File: config.mk
export PLATFORM = sky130hd
export DESIGN_NAME = id_hazard_tracker
export DESIGN_NICKNAME = d
export VERILOG_FILES = /design/src/rtl/id_hazard_tracker.sv
export SDC_FILE = /design/constraint.sdc
export NUM_CORES = 1
export LEC_CHECK = 0
export BUFFER_PORTS_ARGS = -buffer_cell sky130_fd_sc_hd__buf_2
export CAP_MARGIN = 20
export CORE_UTILIZATION = 40
export CTS_BUF_LIST = sky130_fd_sc_hd__clkbuf_16
export CTS_CLUSTER_SIZE = 10
export DETAILED_ROUTE_END_ITERATION = 16
export GPL_ROUTABILITY_DRIVEN = 1
export GPL_TIMING_DRIVEN = 0
export PLACE_DENSITY = 0.74
export RECOVER_POWER = 100
export SYNTH_ARGS = -nofsm -noshare
export SYNTH_HDL_FRONTEND = slang
export SYNTH_SLANG_ARGS = --single-unit
File: constraint.sdc
create_clock -name clk -period 3.7 [get_ports clk]
set_input_delay 1.11 -clock clk [delete_from_list [all_inputs] [get_ports clk]]
set_output_delay 1.11 -clock clk [all_outputs]
set_load 0.05 [all_outputs]
File: src/rtl/id_hazard_tracker.sv
// -----------------------------------------------------------------------------
// id_hazard_tracker
//
// ID-stage hazard unit. It keeps a shift register of the destination registers
// of the instructions in flight in the back-end stages (entry 0 = EX). From
// that it derives:
//   - forwarding selects for rs1 and rs2,
//   - a load-use / no-bypass stall,
//   - a saturating count of counted stall cycles.
//
// Ports
//   clk, rst_n              clock, asynchronous active-low reset
//   id_valid                ID holds a real instruction
//   id_rs1, id_rs1_used     source 1 index and read enable
//   id_rs2, id_rs2_used     source 2 index and read enable
//   id_rd, id_rd_wr         destination index and write enable
//   id_is_load              ID instruction is a load
//   flush                   ID instruction is killed this cycle
//   hold                    back-end frozen; tracker does not advance
//   stall                   freeze PC and IF/ID, bubble into EX
//   fwd_sel_rs1/rs2         0 = regfile, k+1 = forward from entry k
//   stall_cnt               cycles with stall=1 and hold=0, saturating
//
// stall and fwd_sel depend only on the tracker registers and the ID operand
// fields. flush and hold feed only the next-state logic, so neither has a
// combinational path to stall or fwd_sel.
// -----------------------------------------------------------------------------
module id_hazard_tracker #(
    parameter int NUM_STAGES       = 3,
    parameter int LOAD_READY_STAGE = 1,
    parameter int FWD_EN           = 1,
    parameter int CNT_W            = 32,
    localparam int FW              = $clog2(NUM_STAGES + 1)
) (
    input  logic             clk,
    input  logic             rst_n,
    input  logic             id_valid,
    input  logic [4:0]       id_rs1,
    input  logic             id_rs1_used,
    input  logic [4:0]       id_rs2,
    input  logic             id_rs2_used,
    input  logic [4:0]       id_rd,
    input  logic             id_rd_wr,
    input  logic             id_is_load,
    input  logic             flush,
    input  logic             hold,
    output logic             stall,
    output logic [FW-1:0]    fwd_sel_rs1,
    output logic [FW-1:0]    fwd_sel_rs2,
    output logic [CNT_W-1:0] stall_cnt
);

    localparam logic [FW-1:0]    LOAD_READY_IDX = FW'(LOAD_READY_STAGE);
    localparam logic [CNT_W-1:0] CNT_MAX        = {CNT_W{1'b1}};

    // Tracker state: one {v, rd, ld} entry per back-end stage.
    logic [NUM_STAGES-1:0] ent_v_r;
    logic [NUM_STAGES-1:0] ent_ld_r;
    logic [4:0]            ent_rd_r [NUM_STAGES];
    logic [CNT_W-1:0]      stall_cnt_r;

    // Per-source lookup results (index 0 = rs1, index 1 = rs2).
    logic [4:0]    src_s [2];
    logic [1:0]    src_live_s;
    logic [1:0]    hit_s;
    logic [1:0]    hit_ld_s;
    logic [1:0]    early_s;
    logic [FW-1:0] idx_s [2];
    logic [1:0]    src_stall_s;
    logic          stall_s;
    logic          ins_s;

    // Source operands and liveness; x0 is never a dependency.
    always_comb begin
        src_s[0]      = id_rs1;
        src_s[1]      = id_rs2;
        src_live_s[0] = id_valid & id_rs1_used & (id_rs1 != 5'd0);
        src_live_s[1] = id_valid & id_rs2_used & (id_rs2 != 5'd0);
    end

    // Youngest-match search: scan oldest to youngest so the lowest index wins.
    // early_s flags any match that is not yet in the last (write-through) entry.
    always_comb begin
        hit_s    = 2'b00;
        hit_ld_s = 2'b00;
        early_s  = 2'b00;
        idx_s[0] = '0;
        idx_s[1] = '0;
        for (int j = 0; j < 2; j++) begin
            for (int k = NUM_STAGES - 1; k >= 0; k--) begin
                if (src_live_s[j] && ent_v_r[k] && (ent_rd_r[k] == src_s[j])) begin
                    hit_s[j]    = 1'b1;
                    idx_s[j]    = FW'(k);
                    hit_ld_s[j] = ent_ld_r[k];
                    if (k < NUM_STAGES - 1) begin
                        early_s[j] = 1'b1;
                    end else begin
                        early_s[j] = early_s[j];
                    end
                end else begin
                    hit_s[j] = hit_s[j];
                end
            end
        end
    end

    // Stall terms: with a bypass only an unready load stalls; without one,
    // anything short of the write-through entry stalls.
    always_comb begin
        src_stall_s = 2'b00;
        for (int j = 0; j < 2; j++) begin
            if (FWD_EN != 0) begin
                src_stall_s[j] = hit_s[j] & hit_ld_s[j] & (idx_s[j] < LOAD_READY_IDX);
            end else begin
                src_stall_s[j] = early_s[j];
            end
        end
        stall_s = |src_stall_s;
    end

    // Forwarding selects; always 0 when there is no bypass network.
    always_comb begin
        fwd_sel_rs1 = '0;
        fwd_sel_rs2 = '0;
        if ((FWD_EN != 0) && hit_s[0]) begin
            fwd_sel_rs1 = idx_s[0] + FW'(1);
        end else begin
            fwd_sel_rs1 = '0;
        end
        if ((FWD_EN != 0) && hit_s[1]) begin
            fwd_sel_rs2 = idx_s[1] + FW'(1);
        end else begin
            fwd_sel_rs2 = '0;
        end
    end

    // A stalled or flushed instruction enters EX as a bubble.
    always_comb begin
        ins_s = id_valid & ~stall_s & ~flush & id_rd_wr & (id_rd != 5'd0);
    end

    // Tracker shift register; hold freezes every entry.
    always_ff @(posedge clk or negedge rst_n) begin
        if (!rst_n) begin
            ent_v_r  <= '0;
            ent_ld_r <= '0;
            for (int k = 0; k < NUM_STAGES; k++) begin
                ent_rd_r[k] <= 5'd0;
            end
        end else if (!hold) begin
            ent_v_r  <= {ent_v_r[NUM_STAGES-2:0], ins_s};
            ent_ld_r <= {ent_ld_r[NUM_STAGES-2:0], ins_s & id_is_load};
            for (int k = NUM_STAGES - 1; k >= 1; k--) begin
                ent_rd_r[k] <= ent_rd_r[k-1];
            end
            ent_rd_r[0] <= ins_s ? id_rd : 5'd0;
        end
    end

    // Saturating stall-cycle counter; frozen cycles are not counted.
    always_ff @(posedge clk or negedge rst_n) begin
        if (!rst_n) begin
            stall_cnt_r <= '0;
        end else if (stall_s && !hold && (stall_cnt_r != CNT_MAX)) begin
            stall_cnt_r <= stall_cnt_r + {{(CNT_W-1){1'b0}}, 1'b1};
        end
    end

    assign stall     = stall_s;
    assign stall_cnt = stall_cnt_r;

endmodule
After elaboration in Yosys (flattened, before gate mapping)
Cells that the tools add are included.
{"block": "totals", "register_bits": 53, "latchBits": 0, "ram_bits": 0, "romBits": 0, "output_inout_bits": 37, "wordCells": 73, "mem_count": 0}
{"block": "op_classes", "addsub": 3, "n_mul": 0, "div": 0, "magnitude_cmp": 2, "eq_ne": 7, "n_shift": 0, "mux": 21, "bitwise_logic": 15, "n_reduce_logical": 19}
{"op": "$add 32x1->32 const B", "count": 1}
{"op": "$ne 32x32->1 const B", "count": 1}
{"op": "$eq 5x5->1", "count": 6}
{"op": "$mux 2", "count": 8}
{"op": "$reduce_bool 5->1", "count": 3}
{"op": "$logic_and 1x1->1", "count": 14}
{"op": "$and 1x1->1", "count": 13}
{"op": "$mux 1", "count": 12}
{"op": "$mux 5", "count": 1}
{"op": "$add 2x1->2 const B", "count": 2}
{"op": "$lt 2x1->1 const B", "count": 2}
{"op": "$not 1->1", "count": 2}
{"op": "$reduce_or 2->1", "count": 1}
{"op": "$logic_not 1->1", "count": 1}

Longest topological paths before layout
Gate-level depths: netlist of the first run.
{"block": "logic_depth", "depth_word": 16, "ltp_mapped": 12, "mapped_depth_nobuf": 11}

Worst setup path after synthesis of the first run
No wires, ideal clock.
{"block": "synth_path", "kind": "input to output", "startpoint": "input id_rs1[0]", "endpoint": "output fwd_sel_rs1[1]", "arrival_time_ns": 3.469, "slack_ns": -0.879, "cell_stages": 8, "n_path_buf": 0, "cell_sequence": "nor3_1 > a21o_1 > or3_1 > nor2_1 > o21ai_0 > nand2b_1 > ha_1 > a21boi_0"}
{"block": "synth_between", "elab_chain_cells": 9, "elab_cells_between_ends": 19, "classes_between": "add/sub: 1; eq/ne: 3; mux: 7; bitwise: 1; reduce/logical: 7"}
{"item": "start, declared", "line_no": "38", "text": "input logic [4:0] id_rs1,"}
{"item": "$reduce_bool 5->1", "line_no": "77", "text": "src_live_s[0] = id_valid & id_rs1_used & (id_rs1 != 5'd0);"}
{"item": "$and 1x1->1", "line_no": "77"}
{"item": "$logic_and 1x1->1 (2 in a row)", "line_no": "91", "text": "if (src_live_s[j] && ent_v_r[k] && (ent_rd_r[k] == src_s[j])) begin"}
{"item": "$mux 2 (3 in a row)", "line_no": "91"}
{"item": "$add 2x1->2", "line_no": "126", "text": "fwd_sel_rs1 = idx_s[0] + FW'(1);"}
{"item": "$mux 2 *", "line_no": "125", "text": "if ((FWD_EN != 0) && hit_s[0]) begin"}
{"item": "end, declared", "line_no": "48", "text": "output logic [FW-1:0] fwd_sel_rs1,"}
Mark *: on every way between the ends. The rest lies on a longest branch, timed or not.

Worst setup path after layout of the first run
{"block": "layout_path", "startpoint": "input id_rs2[3]", "endpoint": "output stall"}
{"block": "layout_between", "elab_chain_cells": 10, "elab_cells_between_ends": 24, "classes_between": "order compare: 1; eq/ne: 3; mux: 9; bitwise: 3; reduce/logical: 8"}
{"item": "start, declared", "line_no": "40", "text": "input logic [4:0] id_rs2,"}
{"item": "$reduce_bool 5->1", "line_no": "78", "text": "src_live_s[1] = id_valid & id_rs2_used & (id_rs2 != 5'd0);"}
{"item": "$and 1x1->1", "line_no": "78"}
{"item": "$logic_and 1x1->1 (2 in a row)", "line_no": "91"}
{"item": "$mux 2 / $mux 1 (equally long branches) (3 in a row)", "line_no": "91"}
{"item": "$lt 2x1->1 / $and 1x1->1 (equally long branches)", "line_no": "113", "text": "src_stall_s[j] = hit_s[j] & hit_ld_s[j] & (idx_s[j] < LOAD_READY_IDX);"}
{"item": "$and 1x1->1 *", "line_no": "113"}
{"item": "$reduce_or 2->1 *", "line_no": "118", "text": "stall_s = |src_stall_s;"}
{"item": "end, declared", "line_no": "47", "text": "output logic stall,"}
Marks and branches as above.

==> results of run 1 <==
area by class of cell:
class / count / area [µm²] / area share [%]
Clock inverter: 3 / 21.3 / 0.530
Buffer: 6 / 31.3 / 0.780
Multi-Input combinational cell: 213 / 1850 / 46.0
Timing Repair Buffer: 79 / 514 / 12.8
Tap cell: 99 / 124 / 3.09
Clock buffer: 5 / 125 / 3.12
Sequential cell: 53 / 1330 / 33.1
Inverter: 6 / 22.5 / 0.561
what timing repair did:
action | CTS | global route
gates resized for setup | 48 | 24
buffers inserted | 17 | 2
pin swaps | 19 | 13
hold buffers | 0 | 0
setup endpoints to repair | 3 | 13
layout by cell type (no fill, tap or decap), types with 7 or more instances in the layout:
cell,synthesis,layout
buf_4,0,21
xor2_1,18,14
nand2_1,21,20
nand4_1,16,16
xnor2_2,0,7
nor2_1,11,9
buf_2,2,13
dfrtp_1,53,53
clkbuf_1,5,37
buf_6,1,9
mux2_2,14,14
and3_1,14,13
xnor2_1,43,36
nand3_1,19,17
critical path, cell delays in order:
cell and delay (ns):
buf_4 0.15, xnor2_2 0.12, nand4_1 0.19, or3_4 0.45, nand3_4 0.11, ha_4 0.14, o41ai_2 0.06, a31oi_1 0.16
a32o_2 0.22, buf_8 0.16
cell usage after synthesis (all sizes together) (6+ instances only):
library cell,n
dfrtp,53
xnor2,43
nand2,22
nand3,19
xor2,18
nand4,16
mux2,15
and3,14
nor2,11
nor3,7
a22o,6
inv,6
routing by layer:
layer / wire [µm] / part of all wire, % / global-route usage [%] / vias to the layer above
li1: - / - / - / 1177
met1: 3160 / 41 / 24.9 / 1221
met2: 3950 / 52 / 37.8 / 76
met3: 321 / 4.2 / 3.45 / 18
met4: 223 / 2.9 / 6.16 / 0
met5: 0 / 0 / 0 / -
stage by stage:
step	hold slack (ns)	power (mW)	util (%)	cell area [µm²]	std cells
3_5_place_dp	0.480	0.727	47.9	3450	439
3_3_place_gp	0.471	0.721	47.6	3430	438
2_1_floorplan	0.480	0.675	-	3020	280
5_1_grt	0.507	1.26	55.6	4010	464
4_1_cts	0.494	1.21	54.4	3920	462
6_report	0.492	1.21	55.6	4010	464
sequential cells by signal (all words and copies together), names as in the netlist:
| name | flops |
|---|---|
| ent_ld_r | 3 |
| ent_rd_r | 15 |
| ent_v_r | 3 |
| stall_cnt | 32 |
final timing paths:
kind / from / end / slack (ns) / cells past startpoint
worst min-delay path: stall_cnt[20] / stall_cnt[20] / 0.49 / 1
worst max register to register: ent_rd_r[9] / ent_ld_r[0] / 0.60 / 13
worst min register to register: stall_cnt[20] / stall_cnt[20] / 0.49 / 1
min in group asynchronous: rst_n / stall_cnt[7] / 0.95 / 1
max in group asynchronous: rst_n / stall_cnt[26] / 0.66 / 2
worst max-delay path: id_rs2[3] / stall / -0.28 / 10
kinds of logic after synthesis:
family	count (synthesis)	share of synthesized area [%]
multiplexers	15	5.67
AND/OR/NAND/NOR	112	22.6
buffers and inverters	14	2.10
flip-flops	53	44.5
AO/OA/AOI/OAI	22	5.96
adder cells (fa/ha/maj)	3	1.26
XOR/XNOR	61	17.9
power by group through the flow:
stage               Clock, mW  Sequential [mW]  Combinational, mW
global placement            0            0.618              0.103
CTS                     0.468            0.609              0.129
global route            0.492            0.612              0.153
finish                  0.457            0.611              0.142
floorplan                   0            0.618             0.0570
detailed placement          0            0.619              0.108
==> flow_metrics.py, run 1 <==
metrics = {
    "status": {
        "outcome": "finished, violations left",
        "violations": "capacitance limit, slew limit, setup timing",
    },
    "cts": {
        "clk_path_buf_depth": 2,
        "clk_pin_slew_worst_paths_ns": 0.06,
        "h-tree-depth": 2,
        "cts_tree": "built",
        "cts_made_buffers": 5,
        "clock-sinks": 53,
        "cts_root_buffer": "clkbuf_16",
        "clk_latency_ns": 0.29,
    },
    "synth": {
        "synthTopCellsByArea": "dfrtp_1, xnor2_1, mux2_2",
        "synth_warnings": 0,
        "yosysTopAreaCell": "dfrtp_1",
        "synth_top_area_share_pct": 44.5,
        "synth_nets": 307,
        "netlist_instances": 280,
        "synth-edff-count": 0,
        "syn_avg_cell_area_um2": 10.6,
        "synthFlopType": "dfrtp_1",
        "async_reset_ff_share_pct": 100,
        "synth_seq_cells": 53,
        "yosysSeqAreaShare_pct": 44.5,
        "synth.distinct_cells": 42,
        "syn-cell-area_mm2": 0.00298,
    },
    "detailed_routing": {
        "first_pass_iters": 4,
        "routed_wl_um": 7660,
        "dr.first_iter.drc_count": 149,
        "vias_per_cell": 5.37,
        "antenna_left": 0,
        "drcViolationCount": 0,
        "vias": 2492,
        "wl_per_cell_um": 16.5,
    },
    "floorplan": {
        "die_h_um": 88.3,
        "core_area_mm2": 0.00721,
        "io_pins": 61,
        "chipWidth_um": 88.3,
        "die-area_mm2": 0.00780,
        "row_count": 31,
        "initial_core_util_pct": 41.3,
    },
    "sta": {
        "tightestPinTransition_ns": 1.55,
        "hold_viol": 0,
        "relSlewSlack_pct": -3.54,
        "setup_viol": 3,
        "drv_slew": 37,
        "period_share_pct": 108,
        "setup_tns_ns": -0.682,
        "min_period_ns": 3.98,
        "rsz0062_at_grt": "yes",
        "worst_slack_ns": -0.280,
        "fmax_mhz": 251,
        "fin_skew_ns": 0.00611,
    },
    "placed_design": {
        "place_worst_setup_slack_ns": -0.700,
        "gp_congestion": 0.868,
        "hpwlAfterDp_um": 5140,
        "port_buffers": 59,
    },
    "finish": {
        "layout-drive-gt1-share_pct": 31.0,
        "fill_cells": 659,
        "diodes": 0,
        "area_growth_pct": 34.6,
        "nets": 391,
    },
    "grt": {
        "grt_overflow": 0,
        "first_global_vias": 2551,
        "antenna_found_initial": 0,
        "grt_usage_pct": 20.7,
        "grt_max_degree": 37,
        "grt_pass1_wl_um": 12300,
    },
    "pwr": {
        "internal_power_mw": 0.909,
        "irDropWorstVdd_uv": 275,
        "p_seq_share_pct": 50.5,
        "swShare_pct": 24.8,
        "pwr-share-clk_pct": 37.8,
        "leakagePower_nw": 1.73,
        "power-per-cell-area_mw_per_mm2": 301,
        "p_switching_mw": 0.300,
        "comb_power_share_pct": 11.7,
    },
    "critical_path": {
        "startpoint_type": "input pin",
        "path_class": "in -> out",
        "critical_path_arrival_ns": 2.87,
        "cp_data_required_time_ns": 2.59,
        "critPathCaptureType": "output pin",
        "crit_fanout": 4,
    },
    "min_path": {
        "hold_path_class": "reg -> reg",
    },
    "job": {
        "maxCapViolations": 1,
    },
}
(Power assumes the default switching activity.)
==> inputs of run 2 (changes only) <==
--- a/config.mk
+++ b/config.mk
@@ -7,13 +7,15 @@
 export LEC_CHECK = 0
 export BUFFER_PORTS_ARGS = -buffer_cell sky130_fd_sc_hd__buf_2
 export CAP_MARGIN = 20
-export CORE_UTILIZATION = 40
+export CELL_PAD_IN_SITES_DETAIL_PLACEMENT = 0
+export CELL_PAD_IN_SITES_GLOBAL_PLACEMENT = 1
+export CORE_UTILIZATION = 38
 export CTS_BUF_LIST = sky130_fd_sc_hd__clkbuf_16
 export CTS_CLUSTER_SIZE = 10
 export DETAILED_ROUTE_END_ITERATION = 16
 export GPL_ROUTABILITY_DRIVEN = 1
 export GPL_TIMING_DRIVEN = 0
-export PLACE_DENSITY = 0.74
+export PLACE_DENSITY = 0.85
 export RECOVER_POWER = 100
 export SYNTH_ARGS = -nofsm -noshare
 export SYNTH_HDL_FRONTEND = slang
==> flow_metrics.py, run 2 (synthesized netlist as in run 1, its figures left out) <==
metrics = {
    "sta": {
        "fmax_mhz": 249,
        "relSlewSlack_pct": 6.93,
        "setup_viol": 3,
        "tightestPinTransition_ns": 1.40,
        "hold_viol": 0,
        "rsz0062_at_grt": "yes",
        "period_share_pct": 109,
        "min_period_ns": 4.02,
        "worst_slack_ns": -0.322,
        "fin_skew_ns": 0.00655,
        "whs_ns": 0.498,
        "drv_slew": 0,
    },
    "cts": {
        "clk_pin_slew_worst_paths_ns": 0.07,
        "clk_path_buf_depth": 2,
        "clk_latency_ns": 0.29,
        "cts_tree": "built",
        "cts_made_buffers": 5,
        "clock-sinks": 53,
        "h-tree-depth": 2,
        "cts_hold_buf": 0,
        "cts_root_buffer": "clkbuf_16",
    },
    "floorplan": {
        "die-area_mm2": 0.00820,
        "die_h_um": 90.6,
        "core_area_mm2": 0.00741,
        "row_count": 31,
        "chipWidth_um": 90.6,
        "io_pins": 61,
        "initial_core_util_pct": 40.2,
    },
    "critical_path": {
        "crit_buf_inv": 2,
        "max_stage_delay_ns": 0.44,
        "cp_cell_sequence": "buf_4 -> xnor2_1 -> nand4_1 -> or3_4 -> nand3_1 -> ha_4 -> o41ai_2 -> a31oi_1 -> a32o_2 -> buf_12",
        "path_class": "in -> out",
        "critical_path_cell_count": 10,
        "cp_data_required_time_ns": 2.59,
        "critPathCaptureType": "output pin",
        "cp_slowest_cell": "or3_4",
        "critical_path_arrival_ns": 2.91,
        "crit_fanout": 4,
        "startpoint_type": "input pin",
        "reg2reg_depth": 14,
        "cp_top_family": "simple AND/OR/NAND/NOR gates",
    },
    "detailed_routing": {
        "routed_wl_um": 7420,
        "drcViolationCount": 0,
        "antenna_left": 0,
        "wl_per_cell_um": 16.1,
        "vias_per_cell": 5.45,
        "vias": 2512,
        "first_pass_iters": 4,
        "dr.first_iter.drc_count": 112,
    },
    "finish": {
        "largest_reg_flops": 32,
        "fill_cells": 655,
        "stdcell_count": 461,
        "layout_common_cells": "dfrtp_1, xnor2_1, clkbuf_1",
        "layout-drive-gt1-share_pct": 27.9,
        "fin_area_mm2": 0.00400,
        "seq_area_mm2": 0.00133,
        "diodes": 0,
        "nets": 389,
        "multi_input_area_mm2": 0.00183,
        "area_growth_pct": 34.2,
        "mostFrequentLayoutCell": "dfrtp_1",
    },
    "grt": {
        "grt_usage_pct": 19.6,
        "first_global_vias": 2634,
        "grt_pass1_wl_um": 12800,
        "grt_overflow": 0,
        "antenna_found_initial": 0,
        "grt_max_degree": 30,
    },
    "placed_design": {
        "gp_congestion": 0.859,
        "port_buffers": 59,
        "place_inst": 439,
        "postPlaceCellArea_mm2": 0.00345,
        "hpwlAfterDp_um": 5280,
    },
    "pwr": {
        "leakagePower_nw": 1.72,
        "power-per-cell-area_mw_per_mm2": 298,
        "irDropWorstVdd_uv": 160,
    },
    "status": {
        "outcome": "finished, violations left",
        "violations": "setup timing",
    },
    "min_path": {
        "hold_path_class": "reg -> reg",
        "hold_path_depth": 1,
    },
    "job": {
        "maxCapViolations": 0,
    },
}
[run 2: worst paths after layout]
kind	to	startpoint	slack [ns]
max in group asynchronous	ent_rd_r[12]	rst_n	0.65
max reg2reg	stall_cnt[1]	ent_rd_r[9]	0.74
min reg2reg	stall_cnt[12]	stall_cnt[12]	0.50
min in group asynchronous	stall_cnt[1]	rst_n	1.13
max	stall	id_rs2[3]	-0.32
min	stall_cnt[12]	stall_cnt[12]	0.50
[run 2: metal layers]
metal / wire length [µm] / up-vias / GRT usage, %
met2: 3600 / 82 / 34.2
met5: 0 / - / 0
met4: 252 / 0 / 9.01
met3: 365 / 20 / 2.27
li1: - / 1175 / -
met1: 3200 / 1235 / 24.2
[run 2: through the flow]
| step | TNS (ns) | power (mW) | utilization, % | setup WS [ns] |
|---|---|---|---|---|
| global placement | -1.59 | 0.722 | 46.4 | -0.773 |
| finish | -0.651 | 1.19 | 54.0 | -0.322 |
| detailed placement | -1.78 | 0.728 | 46.6 | -0.816 |
| floorplan | -0.344 | 0.675 | - | -0.214 |
| CTS | -0.739 | 1.20 | 53.8 | -0.342 |
| global route | -0.918 | 1.23 | 54.0 | -0.428 |
[run 2: timing repair]
action,4_1_cts,5_1_grt
pin swaps,21,10
setup buffers,17,3
endpoints found under the setup margin,4,5
gates resized for setup,61,15
[run 2: final cells by class]
class | instances | share of cell area [%]
inverter | 6 | 0.563
clock inverter | 2 | 0.282
timing repair buffer | 77 | 13.1
tap | 99 | 3.10
buffer | 6 | 0.782
clock buffer | 5 | 3.13
sequential | 53 | 33.2
multi-input combinational | 213 | 45.8
[run 2: power by group]
part / total, mW / switching, mW / internal (mW)
registers: 0.611 / 0.0191 / 0.592
clock network: 0.442 / 0.197 / 0.245
logic: 0.139 / 0.0725 / 0.0664
total: 1.19 / 0.289 / 0.903
